===== src/rtl/grid_pkg.sv =====
// Shared grid geometry, byte-bus width and serializer state encoding.
package grid_pkg;
  localparam int GRID_W    = 16;
  localparam int GRID_H    = 16;
  localparam int GRID_BITS = GRID_W * GRID_H;
  localparam int BYTE_W    = 8;
  localparam int NUM_BYTES = GRID_BITS / BYTE_W;

  typedef enum logic [1:0] {
    IDLE,
    LOAD,
    SEND,
    DONE
  } state_t;
endpackage


===== src/rtl/edge_sync_rise.sv =====
// Two-flop synchronizer followed by a registered rising-edge detector.
// A raw rise on din produces a one-cycle rise pulse after the third clock edge.
module edge_sync_rise (
  input  logic clock,
  input  logic reset_n,
  input  logic din,
  output logic rise
);
  logic sync1, sync2, dly;

  always_ff @(posedge clock or negedge reset_n) begin
    if (!reset_n) begin
      sync1 <= 1'b0;
      sync2 <= 1'b0;
      dly   <= 1'b0;
      rise  <= 1'b0;
    end else begin
      sync1 <= din;
      sync2 <= sync1;
      dly   <= sync2;
      rise  <= sync2 & ~dly;
    end
  end
endmodule


===== src/rtl/grid_frame_serializer.sv =====
// Captures a grid snapshot and streams it byte-by-byte on Arduino request edges.
// Optional watchdog: define SERIALIZER_TIMEOUT_EN to add timeout_err and TIMEOUT_CYCLES.
module grid_frame_serializer #(
  parameter int GRID_BITS = grid_pkg::GRID_BITS,
  parameter int BYTE_W    = grid_pkg::BYTE_W
`ifdef SERIALIZER_TIMEOUT_EN
  , parameter int TIMEOUT_CYCLES = 50000000
`endif
) (
  input  logic                 clock,
  input  logic                 reset_n,
  input  logic                 frame_valid,
  input  logic [GRID_BITS-1:0] frame_data,
  output logic                 frame_ready,
  input  logic                 ard_clk,
  output logic                 ard_start,
  output logic [BYTE_W-1:0]    led_out,
  output logic                 busy,
  output logic                 frame_done
`ifdef SERIALIZER_TIMEOUT_EN
  , output logic               timeout_err
`endif
);
  import grid_pkg::*;

  localparam int NUM_BYTES = GRID_BITS / BYTE_W;
  localparam int IDX_W     = $clog2(NUM_BYTES);
  localparam logic [IDX_W-1:0] LAST_IDX = IDX_W'(NUM_BYTES - 1);

  state_t                 state, state_n;
  logic [IDX_W-1:0]       idx, idx_n;
  logic [GRID_BITS-1:0]   frame_q, frame_n;
  logic [BYTE_W-1:0]      led_n;
  logic                   start_n, busy_n, done_n, ready_n;
  logic                   rise;
`ifdef SERIALIZER_TIMEOUT_EN
  logic [31:0]            cnt, cnt_n;
  logic                   err_n;
`endif

  edge_sync_rise u_ard_sync (
    .clock   (clock),
    .reset_n (reset_n),
    .din     (ard_clk),
    .rise    (rise)
  );

  // Outputs are registered and computed one cycle ahead so that LOAD and DONE
  // present their strobes during the state itself.
  always_comb begin
    state_n = state;
    idx_n   = idx;
    frame_n = frame_q;
    led_n   = led_out;
    start_n = ard_start;
    busy_n  = busy;
    done_n  = 1'b0;
    ready_n = 1'b0;
`ifdef SERIALIZER_TIMEOUT_EN
    cnt_n   = cnt;
    err_n   = timeout_err;
`endif
    case (state)
      IDLE: begin
        if (frame_valid && frame_ready) begin
          state_n = LOAD;
          frame_n = frame_data;
          idx_n   = '0;
          led_n   = frame_data[BYTE_W-1:0];
          start_n = 1'b1;
          busy_n  = 1'b1;
`ifdef SERIALIZER_TIMEOUT_EN
          err_n   = 1'b0;
`endif
        end else begin
          ready_n = 1'b1;
        end
      end
      LOAD: begin
        state_n = SEND;
`ifdef SERIALIZER_TIMEOUT_EN
        cnt_n   = '0;
`endif
      end
      SEND: begin
        if (rise) begin
`ifdef SERIALIZER_TIMEOUT_EN
          cnt_n = '0;
`endif
          if (idx == LAST_IDX) begin
            state_n = DONE;
            done_n  = 1'b1;
            start_n = 1'b0;
            busy_n  = 1'b0;
          end else begin
            idx_n = idx + 1'b1;
            led_n = frame_q[idx_n*BYTE_W +: BYTE_W];
          end
        end
`ifdef SERIALIZER_TIMEOUT_EN
        else if (cnt == 32'(TIMEOUT_CYCLES - 1)) begin
          state_n = IDLE;
          start_n = 1'b0;
          busy_n  = 1'b0;
          err_n   = 1'b1;
          ready_n = 1'b1;
        end else begin
          cnt_n = cnt + 1'b1;
        end
`endif
      end
      DONE: begin
        state_n = IDLE;
        ready_n = 1'b1;
      end
      default: state_n = IDLE;
    endcase
  end

  always_ff @(posedge clock or negedge reset_n) begin
    if (!reset_n) begin
      state       <= IDLE;
      idx         <= '0;
      frame_q     <= '0;
      led_out     <= '0;
      ard_start   <= 1'b0;
      busy        <= 1'b0;
      frame_done  <= 1'b0;
      frame_ready <= 1'b0;
`ifdef SERIALIZER_TIMEOUT_EN
      cnt         <= '0;
      timeout_err <= 1'b0;
`endif
    end else begin
      state       <= state_n;
      idx         <= idx_n;
      frame_q     <= frame_n;
      led_out     <= led_n;
      ard_start   <= start_n;
      busy        <= busy_n;
      frame_done  <= done_n;
      frame_ready <= ready_n;
`ifdef SERIALIZER_TIMEOUT_EN
      cnt         <= cnt_n;
      timeout_err <= err_n;
`endif
    end
  end
endmodule


===== config.mk =====
export PLATFORM = sky130hd
export DESIGN_NAME = grid_frame_serializer
export DESIGN_NICKNAME = d
export VERILOG_FILES = /design/src/rtl/grid_pkg.sv /design/src/rtl/edge_sync_rise.sv /design/src/rtl/grid_frame_serializer.sv
export SDC_FILE = /design/constraint.sdc
export NUM_CORES = 1
export LEC_CHECK = 0
export ABC_AREA = 1
export CORE_MARGIN = 5
export CORE_UTILIZATION = 40
export CTS_BUF_LIST = sky130_fd_sc_hd__clkbuf_2
export DETAILED_ROUTE_END_ITERATION = 10
export SLEW_MARGIN = 5
export SYNTH_ARGS = -nofsm -noshare
export SYNTH_HDL_FRONTEND = slang
export SYNTH_HIERARCHICAL = 1
export SYNTH_SLANG_ARGS = --single-unit

===== constraint.sdc =====
create_clock -name clock -period 4 [get_ports clock]
set_input_delay 0.6 -clock clock [delete_from_list [all_inputs] [get_ports clock]]
set_output_delay 0.6 -clock clock [all_outputs]
set_load 0.1 [all_outputs]

### Word-level counts from Yosys, hierarchy flattened

Cells that the tools add are included.

* bits in registers: 278
* logic and storage cells: 51
* bits of input ports: 260

* reductions and logical operators: 7
* $add $sub $neg: 1
* bitwise gates (word level): 2
* eq/ne operators: 8
* shifts and indexed selects: 1
* multiplexer cells: 21

Operator list (count)
* variable part select 256 x 9 -> 8 bit: 1
* 2-to-1 mux 8 bit: 3
* one-hot mux 8 bit (2 select lines): 1
* 2-to-1 mux 5 bit: 3
* one-hot mux 5 bit (2 select lines): 1
* one-hot mux 2 bit (4 select lines): 1
* AND reduction 4 bit: 2
* 2-to-1 mux 1 bit: 7
* 2-to-1 mux 2 bit: 3
* inequality test 2 bit, second input constant: 3
* adder 5 x 1 -> 5 bit, second input constant: 1
* == test 5 bit, second input constant: 1
* == test 2 bit, second input constant: 2
* one-hot mux 1 bit (2 select lines): 2
* AND reduction 3 bit: 1
* == test 2 x 1 -> 1 bit, second input constant: 1
* logical NOT 2 bit: 1
* inequality test 2 x 1 -> 1 bit, second input constant: 1
* AND reduction 2 bit: 1
* nonzero test 2 bit: 1
* bitwise AND 1 bit: 1
* logical AND 1 bit: 1
* NOT 1 bit: 1

### Depth between registers and ports, before layout

Gate-level depths: netlist of the first run.

* depth after elaboration: 5
* gate-level depth with buffers: 13
* gate-level depth less buffers: 12

### Cells and area by module

Netlist of the first run, hierarchy kept.

Modules (own cells, without submodules)
* grid_frame_serializer: times used 1, sequential area each 6856.6 sq um, area each 13193.9 sq um, cells each 1726
* edge_sync_rise: times used 1, sequential area each 100.1 sq um, area each 110.1 sq um, cells each 6

### Worst setup path before layout of the first run

No wires, ideal clock.

* path kind: reg2reg
* start: register frame_ready
* end: register led_out[0]
* period minus slack after synthesis: 2.084 ns
* path slack: 1.916 ns
* arrival: 1.971 ns
* stages on the path, launching flop included: 11
* path through: dfrtp_1 -> nand2_1 -> nand2_1 -> nand2_1 -> nor2_1 -> inv_2 -> buf_6 -> a21oi_1 -> nand3_1 -> nand2_1 -> inv_1

* longest elaborated chain between the ends: 3

RTL lines
* from (decl): RTL line grid_frame_serializer.sv:14 `output logic frame_ready,`
* from (signal assigned): RTL line grid_frame_serializer.sv:142 `frame_ready <= ready_n;`
* logical AND 1 bit: RTL line grid_frame_serializer.sv:65 `if (frame_valid && frame_ready) begin`
* inequality test 2 bit (no line)
* AND reduction 4 bit (no line)
* to (signal assigned): RTL line grid_frame_serializer.sv:138 `led_out <= led_n;`
* to (decl): RTL line grid_frame_serializer.sv:17 `output logic [BYTE_W-1:0] led_out,`

Every way passes these cells.
A chain may end at the register's enable or synchronous reset.

### Worst setup path after layout of the first run

* start: register frame_ready
* end: output frame_ready

No word-level cell between the ends.

==> results of run 1 <==
-- how the worst max path moves through the flow --
stage / end / slack [ps]
2_1_floorplan: led_out[0]$_DFFE_PN0P_ / 1920
3_3_place_gp: led_out[3]$_DFFE_PN0P_ / 1200
3_5_place_dp: led_out[4]$_DFFE_PN0P_ / 1160
4_1_cts: frame_ready / 880
5_1_grt: frame_ready / 860
6_report: frame_ready / 920
-- through the flow --
step / setup slack, ps / instances
final: 921 / 2477
after global routing: 858 / 2476
after CTS: 875 / 2474
after detailed placement: 1160 / 2350
after global placement: 1200 / 2350
after floorplan: 1920 / 1732
-- repair_timing --
action	CTS	global route
hold endpoints to repair	69	0
endpoints found under the setup margin	0	0
setup buffers	0	0
hold buffers	1	0
-- flip-flops by register name, summed over array words and instances, names as in the netlist --
| signal | cells |
|---|---|
| u_ard_sync/sync1 | 1 |
| idx | 5 |
| busy | 1 |
| led_out | 8 |
| u_ard_sync/rise | 1 |
| frame_done | 1 |
| u_ard_sync/sync2 | 1 |
| frame_ready | 1 |
| u_ard_sync/dly | 1 |
| frame_q | 256 |
| state | 2 |
-- cell type report --
class | instances | area share
clock buffer | 114 | 0.0335
inverter | 265 | 0.0586
multi-input combinational | 1081 | 0.289
sequential | 278 | 0.409
antenna | 3 | 0.000441
tap | 442 | 0.0325
timing repair buffer | 285 | 0.169
clock inverter | 9 | 0.00816
-- where the power goes --
part / switching, W / internal [W]
clock: 0.00117 / 0.000993
combinational: 0.00375 / 0.00186
sequential: 0.000376 / 0.00404
total: 0.00530 / 0.00690
-- cells in the mapped netlist --
library cell / instances
inv_2: 4
xnor2_1: 1
buf_2: 46
buf_6: 1
a21oi_1: 255
clkbuf_1: 51
o21ai_1: 1
or2_2: 8
o211ai_1: 8
nor2_1: 257
xor2_1: 2
mux2_2: 12
buf_4: 3
o21ai_0: 7
nand3_1: 222
dfrtp_1: 278
o22ai_1: 1
ha_1: 5
clkinv_1: 1
nand4_1: 1
nor2_2: 1
inv_1: 260
buf_1: 7
nand2_1: 300
-- kinds of logic after synthesis --
group                    after synthesis  synth area share
AO/OA/AOI/OAI                        272             0.104
flip-flops                           278             0.523
buffers and inverters                373             0.111
XOR/XNOR                               3           0.00198
multiplexers                          12            0.0102
AND/OR/NAND/NOR                      789             0.245
adder cells (fa/ha/maj)                5           0.00470
-- layer usage --
| metal | GRT usage | share of wire | up-vias |
|---|---|---|---|
| met2 | 0.333 | 0.45 | 413 |
| met4 | 0.0669 | 0.025 | 2 |
| li1 | - | - | 5941 |
| met3 | 0.0592 | 0.078 | 83 |
| met5 | 0 | 0.00036 | - |
| met1 | 0.316 | 0.45 | 5715 |
==> qor.txt, run 1 <==
Die Area: 0.0370 sq mm
Finished Cell Area: 0.0170 sq mm
Arr. time, crit path: 2480 ps
floorplan die width: 192 microns
result of the run: complete, no violations
Final Setup Violations: 0
total clock sinks: 278
post-detailed-route count of antenna-violating nets: 0
Hold Path Sink: u_ard_sync/sync1$_DFF_PN0_
RePlAce Congestion: 0.878
Die Y: 192 microns
Total GRT Usage: 0.222
max incr delay on CP: 1210 ps
layout overhead on the synthesized area: 28.0%
clock edge transition at the registers on the reported setup and hold paths: 90 ps
most frequent standard cell in the layout excluding fill and tap cells: nand2_1
layout net count: 2,250
Avg WL per Cell: 16.8 microns
shortest period the worst path allows: 3080 ps
Pins Over Slew Limit: 0
maximum number of pins on one net before global-route repair: 166
PostCTS Resize Cnt: 0
actual slew at the worst max-slew pin: 1140 ps
highest clock rate: 325 MHz
share of final-layout standard cells stronger than drive strength 1: 0.0807
power per cell area: 716 mW/mm^2
nature of the critical path startpoint: flip-flop
launch point of the critical path: frame_ready$_DFF_PN0_
Starting Density: 0.407
number of global-route vias before repair: 12,135
leakage power: 8.57 nW
drt initial violations: 908
Warnings, synthesis: 6
deepest level of the CTS H-tree: 3
cells after synthesis: 1,732
number of synthesized register bits: 278
largest area contributor in the netlist: dfrtp_1
start of the worst register-to-register path: idx[0]$_DFFE_PN0P_
cell area after synthesis: 0.0133 sq mm
combined area of the multi-input logic cells: 0.00492 sq mm
worst min-delay path class: primary input to flip-flop
setup slack of the worst register-to-register path: 1130 ps
total via count after detailed routing: 12,154
cell breakdown of the critical path: clkdlybuf4s50_1
crit share post-route: 0.770
portion of the post-synthesis area used by sequential elements: 0.523
instance count along the most critical hold path: 1
total power: 0.0122 W
core region area: 0.0327 sq mm
Synth Net Count: 1,997
insertion delay to the later sink of the worst-skew pair: 890 ps
TritonCTS clock tree: yes
startpoint of the most critical hold path: ard_clk
# Max-Cap Violations: 0
worst-case reg-to-reg path depth: 11
Layout Utilization: 0.521
Clock Tree Buf Depth: 3
I/O pin total: 272
initial antenna violation count: 3
global-route wire length before repair: 64,700 microns
dominant cells by area after synthesis: dfrtp_1 (52%), a21oi_1 (9.6%), nand2_1 (8.5%)
total placed instance area: 0.0163 sq mm
via-per-instance ratio: 4.91
capture point of the worst reg-to-reg path: led_out[4]$_DFFE_PN0P_
clock root buffer: clkbuf_2
final hold violation count: 0
number of iterations in the first detailed-routing pass: 5
Worst Hold Slack: 205 ps
required time at the endpoint of the critical path: 3400 ps
setup repair after global routing missed its margin: false
total CTS buffers: 74
IR drop worst, VDD: 0.000382 V
FF+latch area: 0.00696 sq mm
most used cells in the layout excluding fill and tap cells: nand2_1 (300), dfrtp_1 (277), clkdlybuf4s50_1 (270), inv_1 (260), nor2_1 (257)
IO buf count: 271
Slew headroom: 0.242
standard cell with the maximum stage delay on the critical path: clkdlybuf4s50_1
total grt overflow: 0
top fanout value on the critical path: 3
aggregate negative setup slack: 0 ps
cell type group with the largest total delay on the critical path: buffers and inverters
Buf/Inv on CP: 1
HPWL reported at the end of detailed placement: 29,300 microns
total of fill cells in the finished design: 3,253
average cell area after synthesis: 7.68 sq um
CP Capture Type: output pin
total detailed-routing wirelength: 41,700 microns
count of different cell masters after synthesis: 24
placement row count: 66
Setup Skew: 71.4 ps
Synth top area share: 0.523
number of stages on the worst setup path: 1
drc violations: 0
Setup CP Type: flip-flop to output pin
(Power assumes the default switching activity.)
==> run 2: changes to the inputs <==
Clock period 4 ns to 3.05 ns, I/O delays scaled along.
==> run 2 against run 1 <==
Sequential share of layout area is 0.18 points lower. Routed wire length fell by 2.3%. Non-clock buffer count is 14 higher. Largest cell class unchanged. Clock-buffer cell count decreased by 12. Critical path type is now flip-flop to flip-flop. Largest power group unchanged. Critical endpoint is now led_out[3]$_DFFE_PN0P_.
==> qor.txt, run 2 (synthesis results as in run 1) <==
Final Setup Violations: 0 (unchanged)
total clock sinks: 278 (unchanged)
Slew headroom: 0.449 (+0.207)
share of final-layout standard cells stronger than drive strength 1: 0.0861 (+0.00544)
met3 layer wire length in the routed design: 2640 microns (-19%)
CP dominant cell by count: nand3_1
drc violations: 0 (unchanged)
Die Y: 192 microns (unchanged)
startpoint of the most critical hold path: frame_data[169]
start of the worst register-to-register path: idx[0]$_DFFE_PN0P_
most frequent standard cell in the layout excluding fill and tap cells: nand2_1
RePlAce Congestion: 0.833 (-5.2%)
nature of the critical path startpoint: flip-flop
top flop regs: frame_q: 256 flops, led_out: 8 flops, idx: 5 flops
Clock Tree Buf Depth: 3 (unchanged)
final hold violation count: 0 (unchanged)
standard cell with the maximum stage delay on the critical path: dfrtp_4
total CTS buffers: 75 (+1.4%)
Setup Skew: 85.7 ps (+14.3 ps)
Die Area: 0.0370 sq mm (unchanged)
IR drop worst, VDD: 0.000662 V (+73%)
# Max-Cap Violations: 0 (unchanged)
met2 wire len: 18,600 microns (+0.30%)
Total GRT Usage: 0.216 (-0.00588)
Setup Buffers After CTS: 0 (unchanged)
launch point of the critical path: idx[0]$_DFFE_PN0P_
IO buf count: 271 (unchanged)
Setup CP Type: flip-flop to flip-flop
aggregate negative setup slack: 0 ps (unchanged)
highest clock rate: 441 MHz
number of global-route vias before repair: 11,904 (-1.9%)
insertion delay to the later sink of the worst-skew pair: 860 ps (-30 ps)
result of the run: complete, no violations
total via count after detailed routing: 12,030 (-1.0%)
actual slew at the worst max-slew pin: 826 ps (-311 ps)
via-per-instance ratio: 4.84 (-1.4%)
power per cell area: 927 mW/mm^2 (+29%)
Pins Over Slew Limit: 0 (unchanged)
TritonCTS clock tree: yes
HPWL reported at the end of detailed placement: 29,000 microns (-0.95%)
drt initial violations: 809 (-11%)
PostCTS Resize Cnt: 0 (unchanged)
I/O pin total: 272 (unchanged)
total detailed-routing wirelength: 40,800 microns (-2.3%)
worst min-delay path class: primary input to flip-flop
top fanout value on the critical path: 44 (+41)
crit share post-route: 0.744
deepest level of the CTS H-tree: 3 (unchanged)
number of flip-flops under the largest register name: 256 (unchanged)
global-route wire length before repair: 63,100 microns (-2.5%)
most used cells in the layout excluding fill and tap cells: nand2_1 (300), dfrtp_1 (277), inv_1 (260), clkdlybuf4s50_1 (258), nor2_1 (257)
register bank with the most flops: frame_q
core region area: 0.0327 sq mm (unchanged)
Starting Density: 0.407 (unchanged)
setup repair after global routing missed its margin: false
CP Capture Type: flip-flop
maximum number of pins on one net before global-route repair: 102 (-39%)
pre-CTS setup slack: 783 ps (-381 ps)
placement row count: 66 (unchanged)
required time at the endpoint of the critical path: 3830 ps (+430 ps)
total of fill cells in the finished design: 3,247 (-0.18%)
leakage power: 8.61 nW (+0.52%)
layout overhead on the synthesized area: 28.5%
initial antenna violation count: 4 (+1)
clock edge transition at the registers on the reported setup and hold paths: 110 ps (+20 ps)
worst-case setup margin in the final layout: 781 ps (-140 ps)
layout net count: 2,265 (+0.67%)
cell breakdown of the critical path: ha_4 -> buf_12 -> nand3_1 -> nand3_1 -> nand3_1 -> nand2_1 -> nand2_1 -> nand3_1 -> nand2_1 -> inv_1
clock root buffer: clkbuf_2
metal1 wirelength: 18,800 microns (-0.39%)
total grt overflow: 0 (unchanged)
Arr. time, crit path: 3050 ps (+570 ps)
Avg WL per Cell: 16.4 microns (-2.7%)
number of iterations in the first detailed-routing pass: 8 (+3)
max incr delay on CP: 530 ps (-680 ps)
top layer reached by signal wires: met5
floorplan die width: 192 microns (unchanged)
shortest period the worst path allows: 2270 ps
post-detailed-route count of antenna-violating nets: 0 (unchanged)
run 2: repair_timing:
item / 4_1_cts / 5_1_grt
hold buffers: 2 / 0
setup endpoints to repair: 0 / 0
hold endpoints to repair: 81 / 0
run 2: per-layer routing:
metal | vias up | global-route usage
met1 | 5644 | 0.306
met4 | 4 | 0.0540
met2 | 352 | 0.338
met3 | 64 | 0.0494
met5 | - | 0
li1 | 5966 | -
run 2: worst paths after layout:
check	endpoint	slack (ps)	cells after the start
max reg2reg	led_out[3]$_DFFE_PN0P_	780	10
min reg2reg	u_ard_sync/sync2$_DFF_PN0_	370	0
max in group asynchronous	frame_q[135]$_DFFE_PN0P_	1950	3
max	led_out[3]$_DFFE_PN0P_	780	10
min in group asynchronous	frame_q[40]$_DFFE_PN0P_	210	2
min	frame_q[169]$_DFFE_PN0P_	170	3
run 2: where the power goes:
group	internal, W	switching (W)	leakage, nW
Clock	0.00106	0.00151	0.478
Combinational	0.00254	0.00498	5.12
Sequential	0.00530	0.000467	3.02
run 2: final cells by class:
type | count | area [sq um] | area share
Antenna cell | 2 | 5.00 | 0.000293
Clock buffer | 102 | 510 | 0.0299
Clock inverter | 18 | 124 | 0.00724
Inverter | 265 | 997 | 0.0583
Multi-Input combinational cell | 1081 | 4920 | 0.288
Sequential cell | 278 | 6960 | 0.407
Tap cell | 442 | 553 | 0.0323
Timing Repair Buffer | 299 | 3030 | 0.177
run 2: metrics by stage:
step	util	cell area, sq um	std cells	hold WS (ps)	total power (W)
detailed placement	0.503	16400	2363	352	0.0134
global route	0.523	17100	2487	105	0.0172
global placement	0.503	16400	2363	343	0.0133
finish	0.523	17100	2487	172	0.0159
floorplan	-	13300	1732	162	0.0109
CTS	0.523	17100	2485	68.8	0.0160
run 2: worst max-delay path, delay by kind of cell (launching register included):
family / cells / cell delay [ps]
simple gates: 7 / 820
flops: 1 / 530
fa+ha+maj: 1 / 510
buf+inv: 2 / 310
==> run 3: changes to the inputs <==
Clock period 3.05 ns to 2.3 ns, I/O delays scaled along.
==> run 3 against run 2 <==
Final area up 2.9%. Utilization is 1.5 points higher. Die area is the same. Critical endpoint is now led_out[0]$_DFFE_PN0P_. Via count grew 2.4%. Worst setup slack got worse by 670 ps. Sequential share of layout area shrank 1.2 points.
==> qor.txt, run 3 (synthesis results as in run 1) <==
result of the run: complete, no violations
deepest level of the CTS H-tree: 3 (unchanged)
placement row count: 66 (unchanged)
CP dominant cell by count: nand3_1
number of global-route vias before repair: 12,568 (+5.6%)
IO buf count: 271 (unchanged)
Die Area: 0.0370 sq mm (unchanged)
standard cell with the maximum stage delay on the critical path: dfrtp_4
Setup CP Type: flip-flop to flip-flop
HPWL reported at the end of detailed placement: 30,800 microns (+6.1%)
total CTS buffers: 77 (+2.7%)
shortest period the worst path allows: 2180 ps (-84.7 ps)
clock root buffer: clkbuf_2
drc violations: 0 (unchanged)
required time at the endpoint of the critical path: 3050 ps (-780 ps)
highest clock rate: 458 MHz (+3.9%)
total detailed-routing wirelength: 43,000 microns (+5.6%)
Arr. time, crit path: 2930 ps (-120 ps)
Total GRT Usage: 0.228 (+0.0121)
total via count after detailed routing: 12,319 (+2.4%)
# Max-Cap Violations: 0 (unchanged)
Internal Pwr Total: 0.0124 W (+39%)
sequential fraction of design power: 0.351 (-0.013)
I/O pin total: 272 (unchanged)
actual slew at the worst max-slew pin: 876 ps (+50.3 ps)
Clock Tree Buf Depth: 3 (unchanged)
drt initial violations: 965 (+19%)
worst-case setup margin in the final layout: 115 ps (-665 ps)
top fanout value on the critical path: 28 (-36%)
clock edge transition at the registers on the reported setup and hold paths: 100 ps (about the same)
Buf/Inv on CP: 2 (unchanged)
leakage power: 8.87 nW (+3.0%)
Final Setup Violations: 0 (unchanged)
share of final-layout standard cells stronger than drive strength 1: 0.0984 (+0.0122)
Die Y: 192 microns (unchanged)
Pins Over Slew Limit: 0 (unchanged)
power per cell area: 1240 mW/mm^2 (+34%)
max incr delay on CP: 550 ps (+20 ps)
core region area: 0.0327 sq mm (unchanged)
maximum number of pins on one net before global-route repair: 109 (+6.9%)
final hold violation count: 0 (unchanged)
Setup Skew: 59.9 ps (-25.7 ps)
crit share post-route: 0.950 (+0.206)
cell breakdown of the critical path: ha_4 -> buf_4 -> nand3_1 -> nand3_1 -> nand3_1 -> nand2_1 -> nand2_1 -> nand3_1 -> nand2_1 -> inv_1
pre-CTS setup slack: 12.1 ps (-770 ps)
Starting Density: 0.407 (unchanged)
total of fill cells in the finished design: 3,206 (-1.3%)
CP Capture Type: flip-flop
switching power share of the total: 0.434 (-0.00467)
clock share of power: 0.173 (+0.011)
worst min-delay path class: primary input to flip-flop
top flop regs: frame_q: 256 flops, led_out: 8 flops, idx: 5 flops
Avg WL per Cell: 17.0 microns (+3.9%)
setup repair after global routing missed its margin: false
TritonCTS clock tree: yes
layout overhead on the synthesized area: 32.3%
total grt overflow: 0 (unchanged)
floorplan die width: 192 microns (unchanged)
total clock sinks: 278 (unchanged)
IR drop worst, VDD: 0.000512 V (-23%)
most used cells in the layout excluding fill and tap cells: nand2_1 (300), dfrtp_1 (277), inv_1 (259), clkdlybuf4s50_1 (258), nor2_1 (257)
combinational share of power: 0.476 (+0.002)
NetSw: 0.00951 W (+37%)
total power: 0.0219 W (+38%)
RePlAce Congestion: 0.861 (+3.3%)
most frequent standard cell in the layout excluding fill and tap cells: nand2_1
insertion delay to the later sink of the worst-skew pair: 860 ps (about the same)
cell type group with the largest total delay on the critical path: simple AND/OR/NAND/NOR gates
Worst Hold Slack: 53.5 ps (-118 ps)
via-per-instance ratio: 4.87 (+0.78%)
global-route wire length before repair: 66,700 microns (+5.8%)
nature of the critical path startpoint: flip-flop
number of iterations in the first detailed-routing pass: 6 (-2)
Setup Buffers After CTS: 0 (unchanged)
register bank with the most flops: frame_q
Slew headroom: 0.414 (-0.0355)
initial antenna violation count: 2 (-2)
post-detailed-route count of antenna-violating nets: 0 (unchanged)
layout net count: 2,296 (+1.4%)
number of flip-flops under the largest register name: 256 (unchanged)
[run 3: cell count changes in the layout (fill, tap and decap cells not counted), sizes merged]
cell         before  now
dlygate4sd3       2   13
clkbuf          102  110
clkinv           14   19
diode             2    1
clkinvlp          1    0
buf              39   55
bufinv            2    4
[run 3: layer usage]
layer,global-route usage,vias to the layer above,share of wire
met3,0.0541,68,0.072
li1,-,6044,-
met2,0.346,431,0.45
met1,0.326,5774,0.46
met5,0,-,0.00030
met4,0.0680,2,0.023
[run 3: final timing paths]
path	startpoint	depth (start not counted)	to	slack, ps
setup / recovery	idx[0]$_DFFE_PN0P_	10	led_out[0]$_DFFE_PN0P_	120
hold / removal	frame_data[156]	3	frame_q[156]$_DFFE_PN0P_	50
max in group asynchronous	reset_n	3	frame_q[48]$_DFFE_PN0P_	930
min in group asynchronous	reset_n	3	frame_q[190]$_DFFE_PN0P_	130
hold reg to reg	u_ard_sync/sync1$_DFF_PN0_	0	u_ard_sync/sync2$_DFF_PN0_	360
setup reg to reg	idx[0]$_DFFE_PN0P_	10	led_out[0]$_DFFE_PN0P_	120
[run 3: layout make-up]
cell class                 count  area, sq um  share of cell area
inverter                     265          997              0.0567
clock buffer                 108          541              0.0307
tap                          442          553              0.0314
multi-input combinational   1081         4920               0.280
clock inverter                24          203              0.0115
sequential                   278         6960               0.395
antenna                        1         2.50            0.000142
timing repair buffer         328         3420               0.194
[run 3: repair_timing]
item | CTS | global route
hold buffers | 12 | 1
resized for setup | 1 | 6
gates cloned | 0 | 2
endpoints found under the hold margin | 288 | 1
setup endpoints to repair | 2 | 7
[run 3: worst min-delay path: cells and delay by family]
| family | cells | cell delay (ps) |
|---|---|---|
| compound gates | 1 | 40 |
| buf+inv | 1 | 400 |
| simple gates | 1 | 100 |
[run 3: per-stage QoR]
| step | instances | util | TNS [ps] | cell area [sq um] |
|---|---|---|---|---|
| floorplan | 1732 | - | 0 | 13300 |
| global placement | 2379 | 0.509 | -2.22 | 16600 |
| detailed placement | 2379 | 0.509 | 0 | 16600 |
| CTS | 2523 | 0.536 | 0 | 17500 |
| global route | 2527 | 0.538 | 0 | 17600 |
| finish | 2527 | 0.538 | 0 | 17600 |
[run 3: power by group through the flow]
stage,Clock [W],Sequential (W),Combinational (W)
6_report,0.00378,0.00768,0.0104
5_1_grt,0.00420,0.00789,0.0116
4_1_cts,0.00390,0.00767,0.0102
3_5_place_dp,0,0.00778,0.0102
3_3_place_gp,0,0.00771,0.0101
2_1_floorplan,0,0.00820,0.00631
